[src/rtl/serial_subtractor.sv]
// Digit-serial modular subtractor: diff = (a - b) mod 2^WIDTH, LSB first,
// DIGIT bits per clock through a registered borrow; valid/ready on both sides.
//
// Ports:
//   clk, rst             rising-edge clock, async active-high reset
//   in_valid, in_ready   operand handshake (a minuend, b subtrahend)
//   out_valid, out_ready result handshake (diff, borrow = unsigned a < b)
//   busy                 high while an operation is running or held
module serial_subtractor #(
  parameter int WIDTH = 32,
  parameter int DIGIT = 1
) (
  input  logic             clk,
  input  logic             rst,
  input  logic             in_valid,
  output logic             in_ready,
  input  logic [WIDTH-1:0] a,
  input  logic [WIDTH-1:0] b,
  output logic             out_valid,
  input  logic             out_ready,
  output logic [WIDTH-1:0] diff,
  output logic             borrow,
  output logic             busy
);

  localparam int K  = WIDTH / DIGIT;
  localparam int CW = (K > 1) ? $clog2(K) : 1;

  typedef enum logic [1:0] {
    IDLE,
    RUN,
    DONE
  } state_t;

  state_t           state_q, state_d;
  logic [WIDTH-1:0] a_sh_q, a_sh_d;
  logic [WIDTH-1:0] b_sh_q, b_sh_d;
  logic [WIDTH-1:0] r_sh_q, r_sh_d;
  logic [WIDTH-1:0] diff_q, diff_d;
  logic             bf_q, bf_d;
  logic             borrow_q, borrow_d;
  logic             ov_q, ov_d;
  logic [CW-1:0]    cnt_q, cnt_d;

  logic [DIGIT:0]   t;
  logic [WIDTH-1:0] r_nxt;

  // One digit of subtraction, one bit wider so the top bit is the borrow out.
  always_comb begin
    t = {1'b0, a_sh_q[DIGIT-1:0]}
      - {1'b0, b_sh_q[DIGIT-1:0]}
      - {{DIGIT{1'b0}}, bf_q};
    // New digit enters at the MSB end; after K shifts it lands in place.
    r_nxt = (r_sh_q >> DIGIT)
          | (WIDTH'(t[DIGIT-1:0]) << (WIDTH - DIGIT));
  end

  always_comb begin
    state_d  = state_q;
    a_sh_d   = a_sh_q;
    b_sh_d   = b_sh_q;
    r_sh_d   = r_sh_q;
    diff_d   = diff_q;
    bf_d     = bf_q;
    borrow_d = borrow_q;
    ov_d     = ov_q;
    cnt_d    = cnt_q;
    unique case (state_q)
      IDLE: begin
        if (in_valid) begin
          a_sh_d  = a;
          b_sh_d  = b;
          bf_d    = 1'b0;
          cnt_d   = '0;
          state_d = RUN;
        end
      end
      RUN: begin
        a_sh_d = a_sh_q >> DIGIT;
        b_sh_d = b_sh_q >> DIGIT;
        r_sh_d = r_nxt;
        bf_d   = t[DIGIT];
        cnt_d  = cnt_q + CW'(1);
        if (cnt_q == CW'(K - 1)) begin
          diff_d   = r_nxt;
          borrow_d = t[DIGIT];
          ov_d     = 1'b1;
          state_d  = DONE;
        end
      end
      DONE: begin
        if (out_ready) begin
          ov_d    = 1'b0;
          state_d = IDLE;
        end
      end
      default: state_d = IDLE;
    endcase
  end

  always_ff @(posedge clk or posedge rst) begin
    if (rst) begin
      state_q  <= IDLE;
      a_sh_q   <= '0;
      b_sh_q   <= '0;
      r_sh_q   <= '0;
      diff_q   <= '0;
      bf_q     <= 1'b0;
      borrow_q <= 1'b0;
      ov_q     <= 1'b0;
      cnt_q    <= '0;
    end else begin
      state_q  <= state_d;
      a_sh_q   <= a_sh_d;
      b_sh_q   <= b_sh_d;
      r_sh_q   <= r_sh_d;
      diff_q   <= diff_d;
      bf_q     <= bf_d;
      borrow_q <= borrow_d;
      ov_q     <= ov_d;
      cnt_q    <= cnt_d;
    end
  end

  assign in_ready  = (state_q == IDLE);
  assign busy      = (state_q != IDLE);
  assign out_valid = ov_q;
  assign diff      = diff_q;
  assign borrow    = borrow_q;

endmodule

[config.mk]
export PLATFORM = sky130hd
export DESIGN_NAME = serial_subtractor
export DESIGN_NICKNAME = d
export VERILOG_FILES = /design/src/rtl/serial_subtractor.sv
export SDC_FILE = /design/constraint.sdc
export NUM_CORES = 1
export LEC_CHECK = 0
export ABC_CLOCK_PERIOD_IN_PS = 11910
export CAP_MARGIN = 20
export CORE_MARGIN = 1
export CORE_UTILIZATION = 50
export CTS_CLUSTER_SIZE = 8
export DETAILED_ROUTE_END_ITERATION = 7
export PLACE_DENSITY_LB_ADDON = 0.15
export SLEW_MARGIN = 20
export SYNTH_ARGS = -nofsm -noshare
export SYNTH_HDL_FRONTEND = slang
export SYNTH_SLANG_ARGS = --single-unit
[constraint.sdc]
create_clock -name clk -period 11.91 [get_ports clk]
set_input_delay 2.382 -clock clk [delete_from_list [all_inputs] [get_ports clk]]
set_output_delay 2.382 -clock clk [all_outputs]
set_load 0.05 [all_outputs]
# After elaboration in Yosys (flattened, before gate mapping)
# Cells that the tools add are included.
[totals] wordCells=42 in_bits=68 regBits=138
[op_classes] n_reduce_logical=8 n_addsub=3 muxes=15 bitwise=1 eq_ne=6
[op_table] operator="case mux 32 bit (2 select lines)" n=2
[op_table] operator="2-to-1 mux 32 bit" n=2
[op_table] operator="bitwise OR 31 x 32 -> 32 bit" n=1
[op_table] operator="case mux 5 bit (2 select lines)" n=1
[op_table] operator="2-to-1 mux 2 bit" n=3
[op_table] operator="!= test 2 bit (second input constant)" n=3
[op_table] operator="case mux 2 bit (3 select lines)" n=1
[op_table] operator="AND reduction 3 bit" n=2
[op_table] operator="nonzero test 2 bit" n=3
[op_table] operator="adder 5 x 1 -> 5 bit (second input constant)" n=1
[op_table] operator="equality test 5 bit (second input constant)" n=1
[op_table] operator="2-to-1 mux 5 bit" n=1
[op_table] operator="case mux 1 bit (2 select lines)" n=2
[op_table] operator="AND reduction 2 bit" n=2
[op_table] operator="2-to-1 mux 1 bit" n=3
[op_table] operator="equality test 2 x 1 -> 1 bit (second input constant)" n=1
[op_table] operator="equality test 2 bit (second input constant)" n=1
[op_table] operator="zero test 2 bit" n=1
[op_table] operator="subtractor 1 x 1 -> 2 bit" n=1
[op_table] operator="subtractor 2 x 1 -> 2 bit" n=1

# Depth between registers and ports, before layout
# Gate-level depths: netlist of the first run.
[logic_depth] word_depth=3 mapped_depth=7

# Worst setup path after synthesis of the first run
# OpenSTA, ideal clock, no wires.
[synth_path] path_type="flip-flop to output port" from="register state_q[0]" to="output port in_ready" t_arrival_ns=1.479 path_slack_ns=8.049 stages_incl_launch_ff=5 required_time_ns=9.528 path_cell_list="dfrtp_1 -> buf_2 -> buf_2 -> or2_2 -> inv_1"
[synth_via] elab_chain_len=1
[synth_lines] element="from (decl)" line="35" rtl="state_t state_q, state_d;"
[synth_lines] element="from (signal assigned)" line="113" rtl="state_q <= state_d;"
[synth_lines] element="zero test 2 bit" line="125" rtl="assign in_ready = (state_q == IDLE);"
[synth_lines] element="to (decl)" line="16" rtl="output logic in_ready,"
# No other way between the ends.

# Worst setup path after layout of the first run
# Same ends and word-level chain as after synthesis.

==> results.tsv, run 1 <==
metric	value	unit
arrival	1.98	ns
fin_crit	4.36	ns
pwr-share-comb	35.5	%
htreeDepth	4	
grt_use_total	21.8	%
cp-start-kind	flop	
r2r_end	b_sh_q[6]	
power.density	257	nW/um^2
rsz0062_at_grt	false	
cts_tree	built	
synth_nets	671	
switching_share	36.3	%
met2_usage	33.9	%
fp-row-count	40	
synth_warnings	0	
clk_latency	0.41	ns
ctsHoldBuffers	0	
p_seq_share	38.5	%
max_slew_margin	45.9	%
synth_cells	600	
wire_per_inst	15.4	um
synth.most_common_cell	dfrtp_1	
drive_above_1_share	11.7	%
leakagePower	3.63	nW
cts_resized	0	
hold_viol	0	
worstSetupStartpoint	state_q[0]	
synth_top_cell_area_share	54.7	%
status	finished clean	
antenna_found_initial	0	
num-nets-final	753	
vias_per_cell	5.43	
core	12100	sq um
die_y	114	um
clkSlewWorstSetupHoldPaths	0.06	ns
ir_drop	0.148	mV
grtUsageMet1	29.1	%
postSynth.asyncResetShare	100	%
die-area	13000	sq um
fin_setup_tns	0	ns
synth_top_area_cell	dfrtp_1	
area_growth	27.0	%
ys_types	30	
worst-path-max-fanout	2	
clkPwrFrac	26.0	%
end_kind	output port	
cts-root-buf	clkbuf_16	
slew_violations	0	
p_int	0.00130	W
switching_power	0.000743	W
first_pass_iters	5	
endpoint	in_ready	
overflow	0	
grt_busiest_layer	met2	
maxCapViolations	0	
synth_area	6260	sq um
postCtsSetupRepairBufs	0	
ys_ff_latch	137	
hpwlAfterDp	7900	um
routed_wl	13300	um
rr_startpoint	state_q[0]	
clock_path_buffers	2	
cts_buffers	17	
start_util	51.7	%
synth_edf_count	0	
holdCritPathClass	reg2reg	
die-width	114	um
grt_max_degree	86	
yosysSeqAreaShare	54.7	%
drc	0	
antenna_left	0	
portBuffers	103	
grt_pass1_vias	4524	
place_congestion	0.742	
cts_sinks	137	
final_core_util	65.7	%
synth.top_cells.by_count	dfrtp_1 (137), nand2_1 (97), a21oi_1 (65)	
syn-mean-instance-area	10.4	sq um
synthTopCellsByArea	dfrtp_1 (55%), a22oi_1 (7.4%), mux2_4 (6.5%), nand2_1 (5.8%), nor2b_1 (5.6%)	
rrSetupSlack	9.30	ns
fin_crit_sh	36.6	%
setup_viol	0	
diodes	0	
clock_skew	0.00829	ns
num_vias	4689	
fill_cells	981	
grt_pass1_wl	22200	um
ys_dominant_reg_cell	dfrtp_1	
use_met3	5.95	%
worst_pin_slew	0.811	ns
ff2ff_path_depth	6	
drt_iter0_markers	462	
max_freq	229	MHz
io_pins	104	
worst-setup-path-type	reg2out	
crit_required	9.53	ns
## power groups by stage
stage,clock network [W],logic (W),registers (W)
floorplan,0,0.000389,0.000909
global placement,0,0.000700,0.000781
detailed placement,0,0.000723,0.000790
CTS,0.000540,0.000725,0.000787
global route,0.000563,0.000796,0.000811
finish,0.000531,0.000726,0.000787
## layout make-up
cell class / count / area, sq um / share of cell area (%)
clock buffer: 19 / 453 / 5.69
timing repair buffer: 111 / 1110 / 13.9
sequential: 137 / 3430 / 43.1
inverter: 5 / 23.8 / 0.299
tap: 168 / 210 / 2.64
multi-input combinational: 410 / 2580 / 32.4
clock inverter: 13 / 151 / 1.90
## state kept, by name, summed over array words and instances (netlist names)
signal	count
a_sh_q	32
diff	32
r_sh_q	31
out_valid	1
b_sh_q	32
state_q	2
borrow	1
bf_q	1
cnt_q	5
## worst max-delay path, stage by stage, from the launching register on
cell and delay, ns:
dfrtp_2 0.39, or2_2 0.33, inv_1 0.06, clkdlybuf4s50_1 0.79
## metal layers
layer	up-vias	wire [um]
met3	12	606
met2	122	6500
met5	-	0
met4	0	130
met1	2301	6050
li1	2254	-
## worst min path at each step
stage / cells after the start / start / slack [ns] / end
6_report: 2 / r_sh_q[1] / 0.48 / r_sh_q[1]
5_1_grt: 2 / r_sh_q[11] / 0.51 / r_sh_q[10]
4_1_cts: 2 / r_sh_q[1] / 0.48 / r_sh_q[1]
3_5_place_dp: 2 / r_sh_q[1] / 0.47 / r_sh_q[1]
3_3_place_gp: 2 / r_sh_q[1] / 0.46 / r_sh_q[1]
2_1_floorplan: 2 / r_sh_q[1] / 0.45 / r_sh_q[1]
## through the flow
stage	area, sq um	setup slack [ns]	hold WS (ns)	instances	power [W]
floorplan	6260	5.86	0.446	600	0.00130
CTS	7930	7.52	0.480	862	0.00205
global route	7960	7.47	0.513	863	0.00217
finish	7960	7.55	0.476	863	0.00204
detailed placement	7320	7.30	0.466	830	0.00151
global placement	7320	7.37	0.463	830	0.00148
## cells by family after synthesis
group	synth area share, %
compound gates	19.1
buf+inv	4.35
fa+ha+maj	0.719
mux	7.71
simple gates	13.4
flops	54.7
## cell usage in the layout (no fill, tap or decap), types with 2 or more instances in the layout
master             n
clkdlybuf4s50_1  102
inv_1              4
nor2_1             3
dfrtp_1          135
bufinv_16          3
a21oi_1           65
clkinv_2           6
nor2b_4            2
o21ai_1           13
a22oi_1           62
mux2_2             6
clkbuf_8           2
nand3_1            2
clkinvlp_4         3
mux2_4            27
buf_4              6
a22o_1             4
nand2_1           97
ha_1               2
dfrtp_2            2
and2b_1            9
o21ai_0           54
clkbuf_16         17
nor2b_1           54
(Power assumes the default switching activity.)
==> run 2, diff against run 1 <==
--- a/config.mk
+++ b/config.mk
@@ -5,10 +5,10 @@
 export SDC_FILE = /design/constraint.sdc
 export NUM_CORES = 1
 export LEC_CHECK = 0
-export ABC_CLOCK_PERIOD_IN_PS = 11910
+export ABC_CLOCK_PERIOD_IN_PS = 3510
 export CAP_MARGIN = 20
 export CORE_MARGIN = 1
-export CORE_UTILIZATION = 50
+export CORE_UTILIZATION = 48
 export CTS_CLUSTER_SIZE = 8
 export DETAILED_ROUTE_END_ITERATION = 7
 export PLACE_DENSITY_LB_ADDON = 0.15
==> constraint.sdc (replaced) <==
create_clock -name clk -period 3.51 [get_ports clk]
set_input_delay 0.702 -clock clk [delete_from_list [all_inputs] [get_ports clk]]
set_output_delay 0.702 -clock clk [all_outputs]
set_load 0.05 [all_outputs]
==> results.tsv, run 2 (synthesis results as in run 1) <==
metric	value	unit
worst-path-max-fanout	23	
grt_pass1_vias	4646	
hpwlAfterDp	8110	um
fin_hold_ws	0.481	ns
power.density	853	nW/um^2
final_common_cell	dfrtp_1	
end_kind	output port	
cts_resized	0	
antenna_left	0	
layout_common_cells	dfrtp_1 (135), clkdlybuf4s50_1 (102), nand2_1 (97)	
cts_sinks	137	
drt_iter0_markers	430	
clkSlewWorstSetupHoldPaths	0.05	ns
rsz0062_at_grt	false	
max_stage_delay	0.79	ns
grt_use_total	21.6	%
hold_path_depth	2	
ctsHoldBuffers	0	
rr_startpoint	state_q[1]	
clk_latency	0.41	ns
totalPowerFinal	0.00677	W
postCtsSetupRepairBufs	0	
crit_slowest_cell	clkdlybuf4s50_1	
io_pins	104	
worstSetupStartpoint	state_q[1]	
max_slew_margin	32.2	%
cts_tree	built	
num-nets-final	755	
drc	0	
first_pass_iters	4	
vias_per_cell	5.39	
cts_buffers	17	
diodes	0	
fin_crit_sh	82.2	%
fin_setup_tns	0	ns
grt_max_degree	78	
hold_start	r_sh_q[1]	
slew_violations	0	
die-width	116	um
overflow	0	
holdCritPathClass	reg2reg	
r2r_end	b_sh_q[29]	
die-area	13500	sq um
grt_pass1_wl	22600	um
num_vias	4669	
ir_drop	0.430	mV
setup_viol	0	
rrSetupSlack	1.05	ns
leakagePower	3.62	nW
htreeDepth	4	
status	finished clean	
routed_wl	13500	um
fin_crit	2.89	ns
critPathTopFamily	buffers and inverters	
worst-setup-path-type	reg2out	
crit_required	2.81	ns
arrival	2.18	ns
clock_path_buffers	2	
max_freq	347	MHz
antenna_found_initial	0	
wire_per_inst	15.6	um
worst_pin_slew	1.01	ns
worstPathCellList	or2_2 -> inv_1 -> clkdlybuf4s50_1	
core	12700	sq um
start_util	49.4	%
maxCapViolations	0	
clock_skew	0.00445	ns
holdPathEnd	r_sh_q[1]	
area_growth	26.6	%
die_y	116	um
place_congestion	0.753	
fp-row-count	41	
ff2ff_path_depth	5	
portBuffers	103	
path_buf_inv	2	
hold_viol	0	
cp-start-kind	flop	
drive_above_1_share	11.1	%
cts-root-buf	clkbuf_16	
[run 2: changes by cell type in the layout (fill, tap and decap cells not counted), moves of 2 or more]
| cell | before | now |
|---|---|---|
| clkbuf_1 | 0 | 3 |
| buf_12 | 0 | 3 |
| bufinv_16 | 3 | 0 |
| clkinvlp_4 | 3 | 1 |
| clkbuf_8 | 2 | 7 |
| clkinv_2 | 6 | 2 |
[run 2: stage by stage]
stage | std cells | utilization [%] | area (sq um) | setup WS [ns]
2_1_floorplan | 600 | - | 6270 | 1.10
3_3_place_gp | 837 | 58.3 | 7390 | 1.07
3_5_place_dp | 837 | 58.3 | 7390 | 1.05
4_1_cts | 866 | 62.6 | 7930 | 0.605
5_1_grt | 866 | 62.6 | 7930 | 0.556
6_report | 866 | 62.6 | 7930 | 0.625
[run 2: report_power, final]
group	leakage [nW]	switching, W	internal (W)
sequential	1.79	0.000456	0.00222
clock	0.271	0.000618	0.00102
combinational	1.56	0.00141	0.00105
total	3.62	0.00248	0.00429
[run 2: routing by layer]
metal | wire, um | global-route usage (%)
met5 | 0 | 0
met4 | 106 | 7.26
met3 | 649 | 5.55
met2 | 6810 | 35.1
met1 | 5920 | 28.2
[run 2: how the worst max path moves through the flow]
stage                            to  slack (ns)  cells after the start
after floorplan           a_sh_q[0]        1.10                      1
after global placement     in_ready        1.07                      3
after detailed placement   in_ready        1.05                      3
after CTS                  in_ready        0.61                      3
after global routing       in_ready        0.56                      3
final                      in_ready        0.62                      3
[run 2: tightest hold or removal path, stage by stage, from the launching register on]
cell	delay (ns)
dfrtp_1	0.34
nand2_1	0.05
nand2_1	0.06
[run 2: cell type report]
cell class	count	area, sq um
Fill cell	1050	4740
Inverter	5	22.5
Timing Repair Buffer	113	1140
Sequential cell	137	3430
Clock buffer	27	533
Clock inverter	2	10.0
Multi-Input combinational cell	410	2580
Tap cell	172	215
